File: config.mk
export PLATFORM = sky130hd
export DESIGN_NAME = pipeline_hazard_ctrl
export DESIGN_NICKNAME = d
export VERILOG_FILES = /design/src/rtl/core_ctrl_pkg.sv /design/src/rtl/pipeline_hazard_ctrl_hazard_detect.sv /design/src/rtl/pipeline_hazard_ctrl.sv
export SDC_FILE = /design/constraint.sdc
export NUM_CORES = 1
export LEC_CHECK = 0
export CORE_ASPECT_RATIO = 1.2
export CORE_UTILIZATION = 45
export CTS_BUF_LIST = sky130_fd_sc_hd__clkbuf_8
export CTS_CLUSTER_DIAMETER = 50
export DETAILED_ROUTE_END_ITERATION = 16
export GPL_TIMING_DRIVEN = 1
export PLACE_DENSITY = 0.81
export SYNTH_ARGS = -nofsm -noshare
export SYNTH_HDL_FRONTEND = slang
export SYNTH_HIERARCHICAL = 1
export SYNTH_SLANG_ARGS = --single-unit
File: constraint.sdc
create_clock -name clk -period 2.3 [get_ports clk]
set_input_delay 0.46 -clock clk [delete_from_list [all_inputs] [get_ports clk]]
set_output_delay 0.46 -clock clk [all_outputs]
set_load 0.03 [all_outputs]
File: src/rtl/core_ctrl_pkg.sv
// Purpose : shared state encoding, register constants and stage-control bundle for core control.
// Latency : none (types and constants only).
// Backpressure: none.
//
// Contents:
//   ctrl_state_e  - hazard controller FSM states
//   REG_X0        - hard-wired zero register index (never a real dependency)
//   stage_ctrl_t  - PC enable plus enable/flush for every pipeline register
//   CTRL_*        - canned stage-control patterns used by the controller
package core_ctrl_pkg;

   typedef enum logic [1:0] {
      RUN       = 2'd0,
      DMEM_WAIT = 2'd1,
      IMEM_WAIT = 2'd2,
      HALT      = 2'd3
   } ctrl_state_e;

   localparam logic [4:0] REG_X0 = 5'd0;

   typedef struct packed {
      logic pc_en;
      logic ifid_en;
      logic ifid_flush;
      logic idex_en;
      logic idex_flush;
      logic exmem_en;
      logic memwb_en;
   } stage_ctrl_t;

   // Everything frozen, nothing flushed: reset, halt and data-memory wait.
   localparam stage_ctrl_t CTRL_OFF = '{pc_en: 1'b0, ifid_en: 1'b0, ifid_flush: 1'b0,
                                        idex_en: 1'b0, idex_flush: 1'b0,
                                        exmem_en: 1'b0, memwb_en: 1'b0};

   // Free flow.
   localparam stage_ctrl_t CTRL_FLOW = '{pc_en: 1'b1, ifid_en: 1'b1, ifid_flush: 1'b0,
                                         idex_en: 1'b1, idex_flush: 1'b0,
                                         exmem_en: 1'b1, memwb_en: 1'b1};

   // Taken branch: fetch the target, squash the two wrong-path instructions.
   localparam stage_ctrl_t CTRL_BRANCH = '{pc_en: 1'b1, ifid_en: 1'b1, ifid_flush: 1'b1,
                                           idex_en: 1'b1, idex_flush: 1'b1,
                                           exmem_en: 1'b1, memwb_en: 1'b1};

   // Load-use: hold PC and ID, send one bubble into EX while the load moves on.
   localparam stage_ctrl_t CTRL_LOAD_USE = '{pc_en: 1'b0, ifid_en: 1'b0, ifid_flush: 1'b0,
                                             idex_en: 1'b1, idex_flush: 1'b1,
                                             exmem_en: 1'b1, memwb_en: 1'b1};

   // Fetch not back yet: hold PC, feed a bubble into ID, drain the rest.
   localparam stage_ctrl_t CTRL_IMEM_WAIT = '{pc_en: 1'b0, ifid_en: 1'b1, ifid_flush: 1'b1,
                                              idex_en: 1'b1, idex_flush: 1'b0,
                                              exmem_en: 1'b1, memwb_en: 1'b1};

endpackage

File: src/rtl/pipeline_hazard_ctrl_hazard_detect.sv
// Purpose : load-use dependency compare between the load in EX and the instruction in ID.
// Latency : combinational.
// Backpressure: none; pure function of its inputs.
//
// Ports: idex_mem_read/idex_rd describe the EX instruction, ifid_rs1/ifid_rs2 the ID
// sources; load_use is high when ID needs a value the EX load has not produced yet.
module hazard_detect
   import core_ctrl_pkg::*;
(
   input  logic       idex_mem_read,
   input  logic [4:0] idex_rd,
   input  logic [4:0] ifid_rs1,
   input  logic [4:0] ifid_rs2,
   output logic       load_use
);

   always_comb begin
      load_use = idex_mem_read && (idex_rd != REG_X0) &&
                 ((idex_rd == ifid_rs1) || (idex_rd == ifid_rs2));
   end

endmodule

File: src/rtl/pipeline_hazard_ctrl.sv
// Purpose : central stall/flush controller for the 5-stage core, with memory-wait timeout.
// Latency : stage controls are combinational (same cycle); state, flags and counter update at clk.
// Backpressure: memory not-ready freezes/bubbles the pipeline; a timed-out wait halts until reset.
//
// Ports:
//   clk, rst (synchronous, active-low)
//   idex_mem_read, idex_rd, ifid_rs1, ifid_rs2 - load-use detection inputs
//   ex_branch_taken                            - redirect from EX
//   exmem_mem_access, dmem_ready, imem_ready   - memory wait handshakes
//   pc_en, *_en, *_flush                       - stage controls
//   halted, bus_error                          - sticky timeout status
//   stall_count                                - saturating count of stalled, non-halted cycles
module pipeline_hazard_ctrl #(
   parameter int TIMEOUT     = 16,
   parameter int STALL_CNT_W = 32
) (
   input  logic                   clk,
   input  logic                   rst,
   input  logic                   idex_mem_read,
   input  logic [4:0]             idex_rd,
   input  logic [4:0]             ifid_rs1,
   input  logic [4:0]             ifid_rs2,
   input  logic                   ex_branch_taken,
   input  logic                   exmem_mem_access,
   input  logic                   dmem_ready,
   input  logic                   imem_ready,
   output logic                   pc_en,
   output logic                   ifid_en,
   output logic                   ifid_flush,
   output logic                   idex_en,
   output logic                   idex_flush,
   output logic                   exmem_en,
   output logic                   memwb_en,
   output logic                   halted,
   output logic                   bus_error,
   output logic [STALL_CNT_W-1:0] stall_count
);

   import core_ctrl_pkg::*;

   // At least one bit so the counter stays legal when the timeout is disabled.
   localparam int WCNT_W = (TIMEOUT < 1) ? 1 : $clog2(TIMEOUT + 1);
   localparam logic [WCNT_W-1:0]      WCNT_LIMIT = WCNT_W'(TIMEOUT);
   localparam logic [WCNT_W-1:0]      WCNT_MAX   = '1;
   localparam logic [WCNT_W-1:0]      WCNT_ONE   = WCNT_W'(1);
   localparam logic [STALL_CNT_W-1:0] STALL_MAX  = '1;

   ctrl_state_e             state_q, state_d;
   logic [WCNT_W-1:0]       wait_cnt_q, wait_cnt_d;
   logic                    halted_q, halted_d;
   logic                    bus_error_q, bus_error_d;
   logic [STALL_CNT_W-1:0]  stall_count_q, stall_count_d;

   logic                    load_use;
   logic                    dmem_wait;
   logic                    timed_out;
   logic [WCNT_W-1:0]       wait_cnt_inc;
   stage_ctrl_t             run_ctrl;
   ctrl_state_e             run_next;
   logic [WCNT_W-1:0]       run_cnt;
   stage_ctrl_t             ctrl;

   hazard_detect u_hazard_detect (
      .idex_mem_read (idex_mem_read),
      .idex_rd       (idex_rd),
      .ifid_rs1      (ifid_rs1),
      .ifid_rs2      (ifid_rs2),
      .load_use      (load_use)
   );

   // Decision the RUN state would make this cycle; the wait states reuse it when
   // their own condition no longer holds.
   always_comb begin
      dmem_wait = exmem_mem_access && !dmem_ready;
      run_ctrl  = CTRL_FLOW;
      run_next  = RUN;
      run_cnt   = '0;
      if (dmem_wait) begin
         // EX is frozen too, so a pending branch or load-use is seen again afterwards.
         run_ctrl = CTRL_OFF;
         run_next = DMEM_WAIT;
         run_cnt  = WCNT_ONE;
      end else if (ex_branch_taken) begin
         run_ctrl = CTRL_BRANCH;
      end else if (load_use) begin
         run_ctrl = CTRL_LOAD_USE;
      end else if (!imem_ready) begin
         run_ctrl = CTRL_IMEM_WAIT;
         run_next = IMEM_WAIT;
         run_cnt  = WCNT_ONE;
      end
   end

   always_comb begin
      timed_out    = (TIMEOUT != 0) && (wait_cnt_q == WCNT_LIMIT);
      wait_cnt_inc = (wait_cnt_q == WCNT_MAX) ? wait_cnt_q : wait_cnt_q + WCNT_ONE;

      ctrl          = CTRL_OFF;
      state_d       = state_q;
      wait_cnt_d    = wait_cnt_q;
      halted_d      = halted_q;
      bus_error_d   = bus_error_q;
      stall_count_d = stall_count_q;

      if (!rst) begin
         state_d       = RUN;
         wait_cnt_d    = '0;
         halted_d      = 1'b0;
         bus_error_d   = 1'b0;
         stall_count_d = '0;
      end else begin
         unique case (state_q)
            RUN: begin
               ctrl       = run_ctrl;
               state_d    = run_next;
               wait_cnt_d = run_cnt;
            end
            DMEM_WAIT: begin
               if (dmem_ready) begin
                  ctrl       = run_ctrl;
                  state_d    = RUN;
                  wait_cnt_d = '0;
               end else if (timed_out) begin
                  state_d     = HALT;
                  halted_d    = 1'b1;
                  bus_error_d = 1'b1;
               end else begin
                  wait_cnt_d = wait_cnt_inc;
               end
            end
            IMEM_WAIT: begin
               ctrl = run_ctrl;
               if (dmem_wait) begin
                  state_d    = DMEM_WAIT;
                  wait_cnt_d = WCNT_ONE;
               end else if (ex_branch_taken || imem_ready) begin
                  state_d    = RUN;
                  wait_cnt_d = '0;
               end else if (timed_out) begin
                  state_d     = HALT;
                  halted_d    = 1'b1;
                  bus_error_d = 1'b1;
               end else begin
                  wait_cnt_d = wait_cnt_inc;
               end
            end
            default: begin
               ctrl = CTRL_OFF;
            end
         endcase

         if ((state_q != HALT) && !ctrl.pc_en && (stall_count_q != STALL_MAX)) begin
            stall_count_d = stall_count_q + 1'b1;
         end
      end
   end

   always_ff @(posedge clk) begin
      state_q       <= state_d;
      wait_cnt_q    <= wait_cnt_d;
      halted_q      <= halted_d;
      bus_error_q   <= bus_error_d;
      stall_count_q <= stall_count_d;
   end

   assign pc_en       = ctrl.pc_en;
   assign ifid_en     = ctrl.ifid_en;
   assign ifid_flush  = ctrl.ifid_flush;
   assign idex_en     = ctrl.idex_en;
   assign idex_flush  = ctrl.idex_flush;
   assign exmem_en    = ctrl.exmem_en;
   assign memwb_en    = ctrl.memwb_en;
   assign halted      = halted_q;
   assign bus_error   = bus_error_q;
   assign stall_count = stall_count_q;

endmodule

== Yosys cells after proc, flatten, opt, wreduce, memory -nomap -nowiden ==
Index checks and enable logic that the tools add are counted.

* Bits in registers: 41
* Latch bits: 0
* RAM bits: 0
* Bits in read-only memories: 0
* Input port bits: 22
* Output and inout port bits: 41
* Logic and storage cells: 70
* Memories: 0

* $add $sub $neg: 2
* Multipliers: 0
* Div/mod/pow operators: 0
* Order comparisons: 0
* Equality and inequality tests: 11
* Shifts and indexed selects: 0
* Multiplexer cells: 37
* Bitwise operators: 0
* Reduce and logical (&&, ||, !) cells: 15

{| class="wikitable"
|+ Operators by type and width
! cell !! count
|-
| 7-bit 2-to-1 mux || 7
|-
| 32-bit by 1-bit adder with 32-bit output (second input constant) || 1
|-
| 32-bit inequality test (second input constant) || 1
|-
| 5-bit 2-to-1 mux || 5
|-
| 2-bit 2-to-1 mux || 8
|-
| 5-bit one-hot mux with 3 select lines || 1
|-
| 7-bit one-hot mux with 2 select lines || 1
|-
| 1-bit 2-to-1 mux || 12
|-
| 5-bit == test || 2
|-
| 5-bit == test (second input constant) || 2
|-
| 2-bit inequality test (second input constant) || 4
|-
| 2-bit one-hot mux with 3 select lines || 1
|-
| 5-bit by 1-bit adder with 5-bit output (second input constant) || 1
|-
| 1-bit logical AND || 5
|-
| 5-bit nonzero test || 1
|-
| 1-bit one-hot mux with 2 select lines || 2
|-
| 4-bit AND reduction || 1
|-
| 3-bit nonzero test || 1
|-
| 2-bit by 1-bit == test with 1-bit output (second input constant) || 1
|-
| 2-bit == test (second input constant) || 1
|-
| 1-bit logical NOT || 2
|-
| 2-bit logical NOT || 1
|-
| 1-bit logical OR || 2
|-
| 2-bit nonzero test || 1
|-
| 2-bit OR reduction || 1
|}

== Longest topological paths before layout ==
Gate-level depths: netlist (run 1).

* Depth after elaboration: 12
* Mapped depth: 10
* Depth with buffers taken out: 9

== Cells and area by module ==
Netlist (run 1), hierarchy kept.

{| class="wikitable"
|+ By module, submodules not included
! module !! instances !! cells an instance !! area each (um^2) !! sequential area each (um^2)
|-
| pipeline_hazard_ctrl || 1 || 304 || 2499.9 || 820.8
|-
| hazard_detect || 1 || 17 || 125.1 || 0.0
|}

== Worst setup path before layout (run 1) ==
Ideal clock, no wire load.

* Kind: input to output
* Start: input port rst
* End: output port idex_flush
* Arrival time: 2.661 ns
* Data required time: 1.840 ns
* Setup slack: -0.821 ns
* Stages on the path: 5
* Buffers on the path: 2
* Cells stage by stage: clkbuf_1 > inv_1 > clkbuf_1 > nor3_1 > a21boi_0

* Longest elaborated chain between the ends: 1

{| class="wikitable"
|+ Ends and longest elaborated chain
! item !! line !! source
|-
| start: declaration || pipeline_hazard_ctrl.sv:18 || <nowiki>input logic rst,</nowiki>
|-
| 7-bit 2-to-1 mux || pipeline_hazard_ctrl.sv:105 || <nowiki>if (!rst) begin</nowiki>
|-
| end: declaration || pipeline_hazard_ctrl.sv:31 || <nowiki>output logic idex_flush,</nowiki>
|}

No other way between the ends.

== Final worst setup path (run 1) ==
* Start: input port idex_rd[3]
* End: output port ifid_flush

* Longest elaborated chain between the ends: 10
* Elaborated cells between the ends (all ways): 13
* Those cells by class: 2 x eq/ne; 7 x mux; 4 x reduce/logical

{| class="wikitable"
|+ Ends and longest elaborated chain
! item !! line !! source
|-
| start: declaration || pipeline_hazard_ctrl.sv:20 || <nowiki>input logic [4:0] idex_rd,</nowiki>
|-
| 5-bit == test / 5-bit nonzero test (equally long branches) || pipeline_hazard_ctrl_hazard_detect.sv:19, pipeline_hazard_ctrl_hazard_detect.sv:18 ||
|-
| 1-bit logical OR / 1-bit logical AND (equally long branches) || pipeline_hazard_ctrl_hazard_detect.sv:19, pipeline_hazard_ctrl_hazard_detect.sv:18 ||
|-
| 1-bit logical AND (*) || pipeline_hazard_ctrl_hazard_detect.sv:18 || <nowiki>load_use = idex_mem_read && (idex_rd != REG_X0) &&</nowiki>
|-
| net load_use || pipeline_hazard_ctrl.sv:54 || <nowiki>logic load_use;</nowiki>
|-
| 7-bit 2-to-1 mux (*) || pipeline_hazard_ctrl.sv:85 || <nowiki>end else if (load_use) begin</nowiki>
|-
| 7-bit 2-to-1 mux (*) || pipeline_hazard_ctrl.sv:83 || <nowiki>end else if (ex_branch_taken) begin</nowiki>
|-
| 7-bit 2-to-1 mux (*) || pipeline_hazard_ctrl.sv:78 || <nowiki>if (dmem_wait) begin</nowiki>
|-
| 7-bit 2-to-1 mux || pipeline_hazard_ctrl.sv:119 || <nowiki>if (dmem_ready) begin</nowiki>
|-
| 7-bit one-hot mux with 2 select lines (*) || pipeline_hazard_ctrl.sv:112 || <nowiki>unique case (state_q)</nowiki>
|-
| 7-bit 2-to-1 mux (*) (2 in series) || pipeline_hazard_ctrl.sv:105 ||
|-
| end: declaration || pipeline_hazard_ctrl.sv:29 || <nowiki>output logic ifid_flush,</nowiki>
|}

The timed path passes the listed nets; every way through them passes the cells marked *. The select of a mux whose other input is x is not followed.

==> metrics.txt, run 1 <==
unique cell type count in the Yosys netlist=54; data arrival time at the worst-slack endpoint=1850 ps; share of async-settable or async-resettable flops after synthesis=0%; Core Footprint=around 5600 sq um; placed insts=between 400 and 500; fraction of layout instances using a drive strength above 1=between 20% and 30%; highest net fanout along the worst path=3; total iterations of the first detailed-routing run=4; number of vias per cell=just under 6; CTS tree=done; number of max-capacitance violations reported=0; clock buffer count from CTS=5; count of port buffers added during placement=62; growth of design area from synthesis to finish=45.2%; most used standard cells in the synthesized netlist=sky130_fd_sc_hd__dfxtp_1, sky130_fd_sc_hd__nand2_1, sky130_fd_sc_hd__a21oi_1, sky130_fd_sc_hd__nand3_1; element type at the critical path end=output port; sequential share of the synthesized area=a little under a third; clock-pin slew on the worst setup and hold paths=70 ps; area leader, netlist=sky130_fd_sc_hd__dfxtp_1; Post-Synthesis Cell Area=~2600 sq um; wire length of the first global-routing pass=around 12 mm; cell type of the slowest stage on the worst timing path=sky130_fd_sc_hd__or4_1; delay of the slowest cell on the worst path=~550 ps; total number of H-tree levels=2; Yosys warnings=6; Power Density=~380 nW/um^2; count of standard-cell rows=30; top cell family by delay on the critical path=simple AND/OR/NAND/NOR gates; Final Total Pwr=between 1 and 1.5 mW; total I/O pin count=between 60 and 70; leakage power total=~1.4 nW; clock latency at the later pin of the worst-skew pair=roughly 300 ps; share of the synthesized area in the top cell type=~31%; CP Buf/Inv Count=4; pin count of the biggest net entering global routing=29; initial antenna violation count=0; final count of negative-setup-slack endpoints=1; Total Routed Length=~7.3 mm; Post-Syn Area per Cell=about 8 sq um; smallest setup slack after layout=-6.29 ps; Critical Path, Cell by Cell=buf_6, or4_1, o21ai_2, a21oi_2, buf_4, inv_4, o21ai_4, a21oi_2, buf_6; Period Utilization, post-route=100%; final hold viol count=0; Post-Synthesis Net Count=between 300 and 400; number of storage elements in the synthesis netlist=approximately 40; number of enable-type register cells in the synthesized netlist=0; via count of the first global-routing pass=approximately 2,500; top post-synthesis cells by area=sky130_fd_sc_hd__dfxtp_1, sky130_fd_sc_hd__a21oi_1, sky130_fd_sc_hd__nand2_1, sky130_fd_sc_hd__ha_1, sky130_fd_sc_hd__nand3_1; most instantiated library cell after synthesis=sky130_fd_sc_hd__dfxtp_1; Tot GR Track Use=23.1%; Final HPWL DP=a little over 5 mm; min Tclk post-route=2310 ps; fmax=between 400 and 500 MHz; Final Net Count=447; area enclosed by the die boundary=roughly 6000 sq um; clock root buffer master=sky130_fd_sc_hd__clkbuf_8; die height=85.7 microns; starting utilization of the core area=between 40% and 50%; Setup Skew=9.49 ps; Max VDD drop=around 0.00035 V; status=finished with violations; antenna-violating nets left=0; Tightest Hold Check Type=reg -> reg; count of routing violations after the opening detailed-route iteration=between 150 and 200; final estimated routing congestion in global placement=between 0.8 and 0.9; CTS hold repair buffers=0; count of final max-slew check failures=0; crit path launch type=primary input; Max-slew headroom=about three fifths; antenna diode instance count=0; CTS Buffer Depth=2; remaining design rule violation count=0; critical setup path kind=in -> out; Worst EP required=~1800 ps; Remaining Overflow, GRT=0; pin slew with the least headroom to its limit=just under 600 ps; cell count after synthesis=between 300 and 400; wire per inst=roughly 15 microns; width of the die=71.7 microns; Num Clock Sinks=41; final standard cell count with taps included and fillers excluded=roughly 480; Synth Flop Type=sky130_fd_sc_hd__dfxtp_1; violations in the final reports=negative setup slack; vias post-DR=roughly 2,800; unrepaired setup endpoints after global routing=true
[timing repair]
item                                    4_1_cts  5_1_grt
resized for setup                            49       40
pin swaps                                    16       16
cloned                                        0        0
endpoints found under the setup margin       41       33
buffers inserted                              0        4
[where the power goes]
part	leakage (nW)	switching [mW]	total, mW	internal (mW)
logic	1.01	0.139	0.268	0.128
registers	0.332	0.00813	0.723	0.714
clock network	0.0491	0.249	0.455	0.206
[metrics by stage]
stage | hold WS, ps | setup TNS (ps) | utilization [%] | setup WS, ps | area (sq um)
4_1_cts | 478 | -2.16 | 65.0 | -2.16 | 3660
5_1_grt | 506 | -222 | 67.7 | -77.7 | 3810
3_5_place_dp | 461 | -19650 | 62.8 | -640 | 3540
3_3_place_gp | 446 | -17710 | 62.8 | -587 | 3540
2_1_floorplan | 483 | 0 | - | 4.03 | 2650
6_report | 473 | -6.29 | 67.7 | -6.29 | 3810
[cell type report]
class                   instances  area, sq um
inverters                      13         56.3
well taps                      64         80.1
clock inverters                 3         13.8
fillers                       456         1820
clock buffers                   5         68.8
multi-input cells             253         1860
flip-flops and latches         41          828
repair buffers                103          908
[metal layers]
layer | GRT usage, % | vias to the layer above | share of wire (%)
met5 | 0 | - | 0
met4 | 8.20 | 0 | 1.0
met3 | 3.76 | 7 | 5.2
met2 | 42.6 | 80 | 53
met1 | 26.6 | 1319 | 41
li1 | - | 1401 | -
[kinds of logic (layout without fill, tap and decap cells)]
family | Yosys count | in the layout | synth area share (%)
AND/OR/NAND/NOR | 149 | 149 | 34.6
XOR/XNOR | 11 | 11 | 3.67
multiplexers | 7 | 7 | 2.67
flip-flops | 41 | 41 | 31.3
buffers and inverters | 27 | 124 | 4.67
adder cells (fa/ha/maj) | 8 | 8 | 3.81
AO/OA/AOI/OAI | 78 | 78 | 19.4
[sequential cells by signal, summed over array words and instances, names as in the netlist]
signal and flops:
stall_count 32, halted 1, wait_cnt_q 5, state_q 2, bus_error 1
[path summary, 6_finish.rpt]
path	from	slack [ps]	cells past startpoint	to
worst max-delay path	idex_rd[3]	-6	9	ifid_flush
worst min-delay path	halted	470	1	halted
worst max register to register	state_q[0]	100	8	stall_count[28]
worst min register to register	halted	470	1	halted
[cell usage in the layout, fill, tap and decap left out, types with 6 or more instances in the layout]
cell type,netlist,final
sky130_fd_sc_hd__buf_4,3,42
sky130_fd_sc_hd__dfxtp_1,41,39
sky130_fd_sc_hd__clkdlybuf4s50_1,0,38
sky130_fd_sc_hd__nand2_1,30,30
sky130_fd_sc_hd__a21oi_1,27,24
sky130_fd_sc_hd__nand3_1,20,20
sky130_fd_sc_hd__or4_1,13,12
sky130_fd_sc_hd__inv_1,13,11
sky130_fd_sc_hd__nor2_1,13,11
sky130_fd_sc_hd__o31ai_1,10,10
sky130_fd_sc_hd__buf_6,1,10
sky130_fd_sc_hd__nor3_1,10,9
sky130_fd_sc_hd__o21ai_1,11,9
sky130_fd_sc_hd__nand2b_1,9,9
sky130_fd_sc_hd__and3_1,8,8
sky130_fd_sc_hd__nand4_1,7,7
sky130_fd_sc_hd__or3_1,7,7
sky130_fd_sc_hd__xor2_1,7,7
sky130_fd_sc_hd__mux2i_1,7,7
sky130_fd_sc_hd__clkbuf_2,0,6
(Power assumes the default switching activity.)
==> run 2, diff against run 1 <==
CAP_MARGIN = 10   (was default)
==> results of run 2 <==
Final layout, timing and power as in run 1 (identical DEF).
==> run 3, diff against run 2 <==
PLACE_DENSITY = 0.79   (was 0.81)
SLEW_MARGIN = 20   (was default)
clock period = 2.75 ns   (was 2.3 ns; I/O delays follow)
==> run 3 against run 2 <==
Compared with the run above: the flow now finishes without violations; clock skew fell by 3.3 ps; sequential cell count did not move; die area did not move; sequential power fell by 16%; sequential share of layout area rose by 1.5 points; routed wire length fell by 8.3%; count of clock-buffer cells in the layout rose by 1; clock power fell by 13%; combinational power fell by 28%; utilization fell by 5.0 points; power fell by 18%; critical path type unchanged; largest power group unchanged.
==> metrics.txt, run 3 (same netlist as run 1, synthesis figures left out) <==
Clk pwr share=33.1% (was 31.5%); unrepaired setup endpoints after global routing=false (was true); count of port buffers added during placement=62 (unchanged); setup slack on the worst flop-to-flop path=380 ps (was 100 ps); remaining design rule violation count=0 (unchanged); Total Routed Length=6.72 mm (was 7.33 mm); final design utilization=62.8% (was 67.7%); Max VDD drop=0.000236 V (was 0.000351 V); clock buffer count from CTS=5 (unchanged); clock root buffer master=sky130_fd_sc_hd__clkbuf_8 (unchanged); Critical Path, Cell by Cell=dlygate4sd2_1, or4_4, o21ai_2, a21oi_2, buf_4, inv_1, o21ai_2, a21oi_2, buf_6 (was buf_6, or4_1, o21ai_2, a21oi_2, buf_4, inv_4, o21ai_4, a21oi_2, buf_6); die height=85.7 microns (unchanged); total iterations of the first detailed-routing run=4 (unchanged); via count of the first global-routing pass=2,480 (was 2,549); Flop pwr share=50.8% (was 50.0%); fmax=~380 MHz; number of vias per cell=5.88 (was 5.82); starting utilization of the core area=46.6% (unchanged); Final Total Pwr=1.19 mW (was 1.45 mW); CTS Buffer Depth=2 (unchanged); total number of H-tree levels=2 (unchanged); width of the die=71.7 microns (unchanged); Worst EP required=2200 ps (was 1840 ps); highest net fanout along the worst path=3 (unchanged); wire per inst=14.6 microns (was 15.2 microns); min Tclk post-route=2660 ps; Setup Skew=6.21 ps (was 9.49 ps); capture instance of the worst register-to-register path=stall_count[22] (was stall_count[28]); count of standard-cell rows=30 (unchanged); count of final max-slew check failures=0 (unchanged); pin count of the biggest net entering global routing=29 (unchanged); Final Net Count=427 (was 447); Power Density=337 nW/um^2 (was 379 nW/um^2); vias post-DR=2,711 (was 2,807); antenna-violating nets left=0 (unchanged); delay of the slowest cell on the worst path=520 ps (was 550 ps); element type at the critical path end=output port (unchanged); Period Utilization, post-route=about 97%; wire length of the first global-routing pass=11.1 mm (was 11.6 mm); clock-pin slew on the worst setup and hold paths=80 ps (was 70 ps); start point of the critical path=idex_rd[4] (was idex_rd[3]); final hold viol count=0 (unchanged); max FFs per register=32 (unchanged); Remaining Overflow, GRT=0 (unchanged); number of max-capacitance violations reported=0 (unchanged); cell-internal power=886 uW (was 1.05 mW); most common cell after layout, fill and taps aside=sky130_fd_sc_hd__clkdlybuf4s50_1 (was sky130_fd_sc_hd__buf_4); pin slew with the least headroom to its limit=807 ps (was 579 ps); Final HPWL DP=5.02 mm (was 5.10 mm); Worst Reg-to-Reg Cells=8 (unchanged); Num Clock Sinks=41 (unchanged); share of total power in combinational logic=16.2% (was 18.5%); status=finished clean (was finished with violations); final count of negative-setup-slack endpoints=0 (was 1); highest-count cells in the layout ignoring fill and taps=sky130_fd_sc_hd__clkdlybuf4s50_1, sky130_fd_sc_hd__dfxtp_1, sky130_fd_sc_hd__nand2_1 (was sky130_fd_sc_hd__buf_4, sky130_fd_sc_hd__dfxtp_1, sky130_fd_sc_hd__clkdlybuf4s50_1); clock latency at the later pin of the worst-skew pair=290 ps (was 300 ps); final estimated routing congestion in global placement=0.846 (was 0.810); Tightest Hold Check Type=reg -> reg (unchanged); growth of design area from synthesis to finish=34.6% (was 45.2%); Critical Path End=ifid_flush (unchanged); count of routing violations after the opening detailed-route iteration=126 (was 158); total I/O pin count=63 (unchanged); CTS tree=done (unchanged); Max-slew headroom=45.3% (was 61.1%); data arrival time at the worst-slack endpoint=2110 ps (was 1850 ps); Tot GR Track Use=22.2% (was 23.1%); crit path launch type=primary input (unchanged); fraction of layout instances using a drive strength above 1=13.6% (was 25.4%); switching power=307 uW (was 396 uW); Core Footprint=5630 sq um (unchanged); CTS hold repair buffers=0 (unchanged); antenna diode instance count=0 (unchanged); reg-to-reg critical path startpoint=state_q[0] (unchanged); net switching fraction of the power=25.7% (was 27.4%); initial antenna violation count=0 (unchanged); area enclosed by the die boundary=6140 sq um (unchanged); post-CTS setup repair buffer count=0 (unchanged); leakage power total=1.32 nW (was 1.39 nW); cell type of the slowest stage on the worst timing path=sky130_fd_sc_hd__or4_4 (was sky130_fd_sc_hd__or4_1); critical setup path kind=in -> out (unchanged)
run 3: changes by cell type in the layout (fill, tap and decap cells not counted), sizes merged:
| cell | previous run | this run |
|---|---|---|
| buf | 52 | 28 |
| clkdlybuf4s50 | 38 | 44 |
| dlygate4sd2 | 4 | 5 |
| clkinv | 2 | 0 |
| clkbuf | 11 | 6 |
| dlymetal6s2s | 2 | 6 |
| clkdlybuf4s15 | 1 | 0 |
run 3: layout make-up:
class	count	area, sq um
clock inverters	1	3.75
well taps	64	80.1
clock buffers	6	82.6
flip-flops and latches	41	821
multi-input cells	253	1710
repair buffers	83	786
fillers	482	2100
inverters	13	48.8
run 3: per-layer routing:
metal / up-vias / wire length (microns) / GRT usage [%]
met5: - / 0 / 0
met4: 0 / 130 / 6.95
met3: 14 / 399 / 3.88
met2: 86 / 3290 / 39.4
met1: 1255 / 2910 / 27.1
li1: 1356 / - / -
run 3: worst min-delay path by stage:
stage	end	startpoint	cells past startpoint
floorplan	wait_cnt_q[1]	wait_cnt_q[1]	2
global placement	bus_error	bus_error	1
detailed placement	halted	halted	1
CTS	halted	halted	1
global route	halted	halted	1
finish	halted	halted	1
run 3: per-stage QoR:
stage                     area, sq um  hold WS, ps  setup TNS (ps)  setup slack (ps)  cells
after floorplan                  2640          483               0              77.1    321
after global placement           3420          448           -6300              -288    454
after detailed placement         3420          457           -7600              -329    454
after CTS                        3520          475               0              40.8    461
after global routing             3530          495               0              14.3    461
final                            3530          472               0              92.1    461
run 3: timing repair:
action,4_1_cts,5_1_grt
setup endpoints to repair,7,15
gates resized for setup,10,6
pin swaps,2,8
run 3: worst max-delay path, delay by kind of cell:
family	cells	cell delay, ps
AOI/OAI and AO/OA	4	410
and+or+nand+nor	1	520
buffers and inverters	4	610
run 3: power groups by stage:
stage / Clock [mW] / Combinational [mW] / Sequential, mW
finish: 0.394 / 0.193 / 0.605
global route: 0.428 / 0.208 / 0.606
CTS: 0.405 / 0.195 / 0.605
detailed placement: 0 / 0.193 / 0.619
global placement: 0 / 0.190 / 0.619
floorplan: 0 / 0.103 / 0.625
==> variant, RTL diff (flow settings as in run 2) <==
Set the parameter `TIMEOUT` to 8 (it was 16).
--- a/src/rtl/pipeline_hazard_ctrl.sv
+++ b/src/rtl/pipeline_hazard_ctrl.sv
@@ -12,5 +12,5 @@
 //   stall_count                                - saturating count of stalled, non-halted cycles
 module pipeline_hazard_ctrl #(
-   parameter int TIMEOUT     = 16,
+   parameter int TIMEOUT     = 8,
    parameter int STALL_CNT_W = 32
 ) (
Check against the original RTL: not equivalent (Yosys sat finds a counterexample within 10 cycles, from zero or initial values and one cycle with rst low).
==> variant against run 2 <==
- the flow still finishes with violations (setup timing)
- cell area increased by 1.0%
- worst hold slack improved by 0.0083 ns
- setup slack got worse by 0.11 ns
- synthesized area decreased by 7.0%
- power increased by 20%
- first-iteration DRC count increased by 33%
- non-clock buffer count increased by 5
- register-to-register slack got worse by 0.20 ns
- maximum frequency decreased by 4.5%
- sequential share of layout area decreased by 0.80 points
- sequential cell count decreased by 1
- sequential power decreased by 1%
- wire length increased by 0.38%
- highest routed layer unchanged
==> variant: results (changes against run 2) <==
| Metric | Value |
|---|---|
| DR vias/cell | 6.033 (+3.6%) |
| Final non-clock buffer share | 0.2710 (+0.03269) |
| Total Routing Usage GR | 0.2167 (-0.01448) |
| Layout Nets | 424 (-5.1%) |
| Non-Filler Instances | 457 (-5.2%) |
| Largest net degree at the start of global routing | 24 (-17%) |
| Seq/Total Area, Yosys | 0.3280 (+0.01536) |
| Power Clock | 625 uW (+37%) |
| DP Cell Count | 431 (-8.3%) |
| Hold_sp | bus_error |
| Placer Congestion | 0.8426 (+4.0%) |
| Max Clock Skew | 0.008920 ns (-0.0005734 ns) |
| Fillers | 347 (-24%) |
| Placed Area | 3316 sq um (-6.3%) |
| Largest cells by area after synthesis | dfxtp_1 (33%), a21oi_1 (7.4%), or4_1 (5.2%) |
| Hold EP | bus_error |
| R2R cell count | 11 (+3) |
| FF-to-FF End | stall_count[8] |
| Violated checks | setup timing |
| Synthesized area per cell | 8.360 sq um (+2.2%) |
| DP Wirelength | 4405 microns (-14%) |
| Final clock-cell share | 0.03151 (+0.009853) |
| Reg2Reg Setup Slack | -0.10 ns (-0.20 ns) |
| Sequential Area | 805.8 sq um (-2.7%) |
| Setup WS post-layout | -0.1143 ns (-0.1080 ns) |
| Yosys cell types | 52 (-3.7%) |
| Share of cells above drive strength 1 | 0.3190 (+0.06540) |
| P_int | 1.267 mW (+21%) |
| Overall power | 1.738 mW (+20%) |
| Worst Setup SP | idex_rd[1] |
| Syn_nets | 322 (-8.3%) |
| Delay-heaviest family, CP | compound AO/OA/AOI/OAI gates |
| WP data arrival | 1.95 ns (+0.10 ns) |
| Synth cell count leaders | dfxtp_1 (40), a21oi_1 (36), nand3_1 (17), or4_1 (17), o31ai_1 (16) |
| Vias in the first global route | 2392 (-6.2%) |
| Max-slew headroom | 0.5962 (-0.01513) |
| Area occupied by multi-input gates | 1748 sq um (-5.9%) |
| Final hold slack | 0.4809 ns (+0.008255 ns) |
| # setup viols final | 11 (+10) |
| Status | complete, but fails checks |
| Detailed Route WL | 7360 microns (+0.38%) |
| LEAKAGE | 1.379 nW (-1.1%) |
| Slowest CP cell | or4_4 |
variant: routing by layer:
metal / part of all wire / vias up / track usage
met3: 0.039 / 24 / 0.03762
li1: - / 1321 / -
met1: 0.40 / 1321 / 0.2346
met2: 0.54 / 91 / 0.4184
met5: 0 / - / 0
met4: 0.025 / 0 / 0.09184
variant: cell families after synthesis:
kind of cell	share of synthesized area
compound gates	0.2501
xor+xnor	0.03947
fa+ha+maj	0.04101
buf+inv	0.05433
flops	0.3280
mux	0.01230
simple gates	0.2747
variant: metrics by stage:
step                      setup TNS (ns)    util  setup WS [ns]
final                            -0.7020  0.7320        -0.1143
after global routing              -2.197  0.7320        -0.1942
after CTS                        -0.2886  0.6725       -0.08523
after detailed placement          -19.35  0.6302        -0.5859
after global placement            -16.52  0.6302        -0.5071
after floorplan                 -0.05279       -       -0.05279
variant: timing repair:
action	4_1_cts	5_1_grt
gates cloned	0	2
pin swaps	14	31
buffers inserted	5	11
endpoints found under the setup margin	41	34
resized for setup	54	54
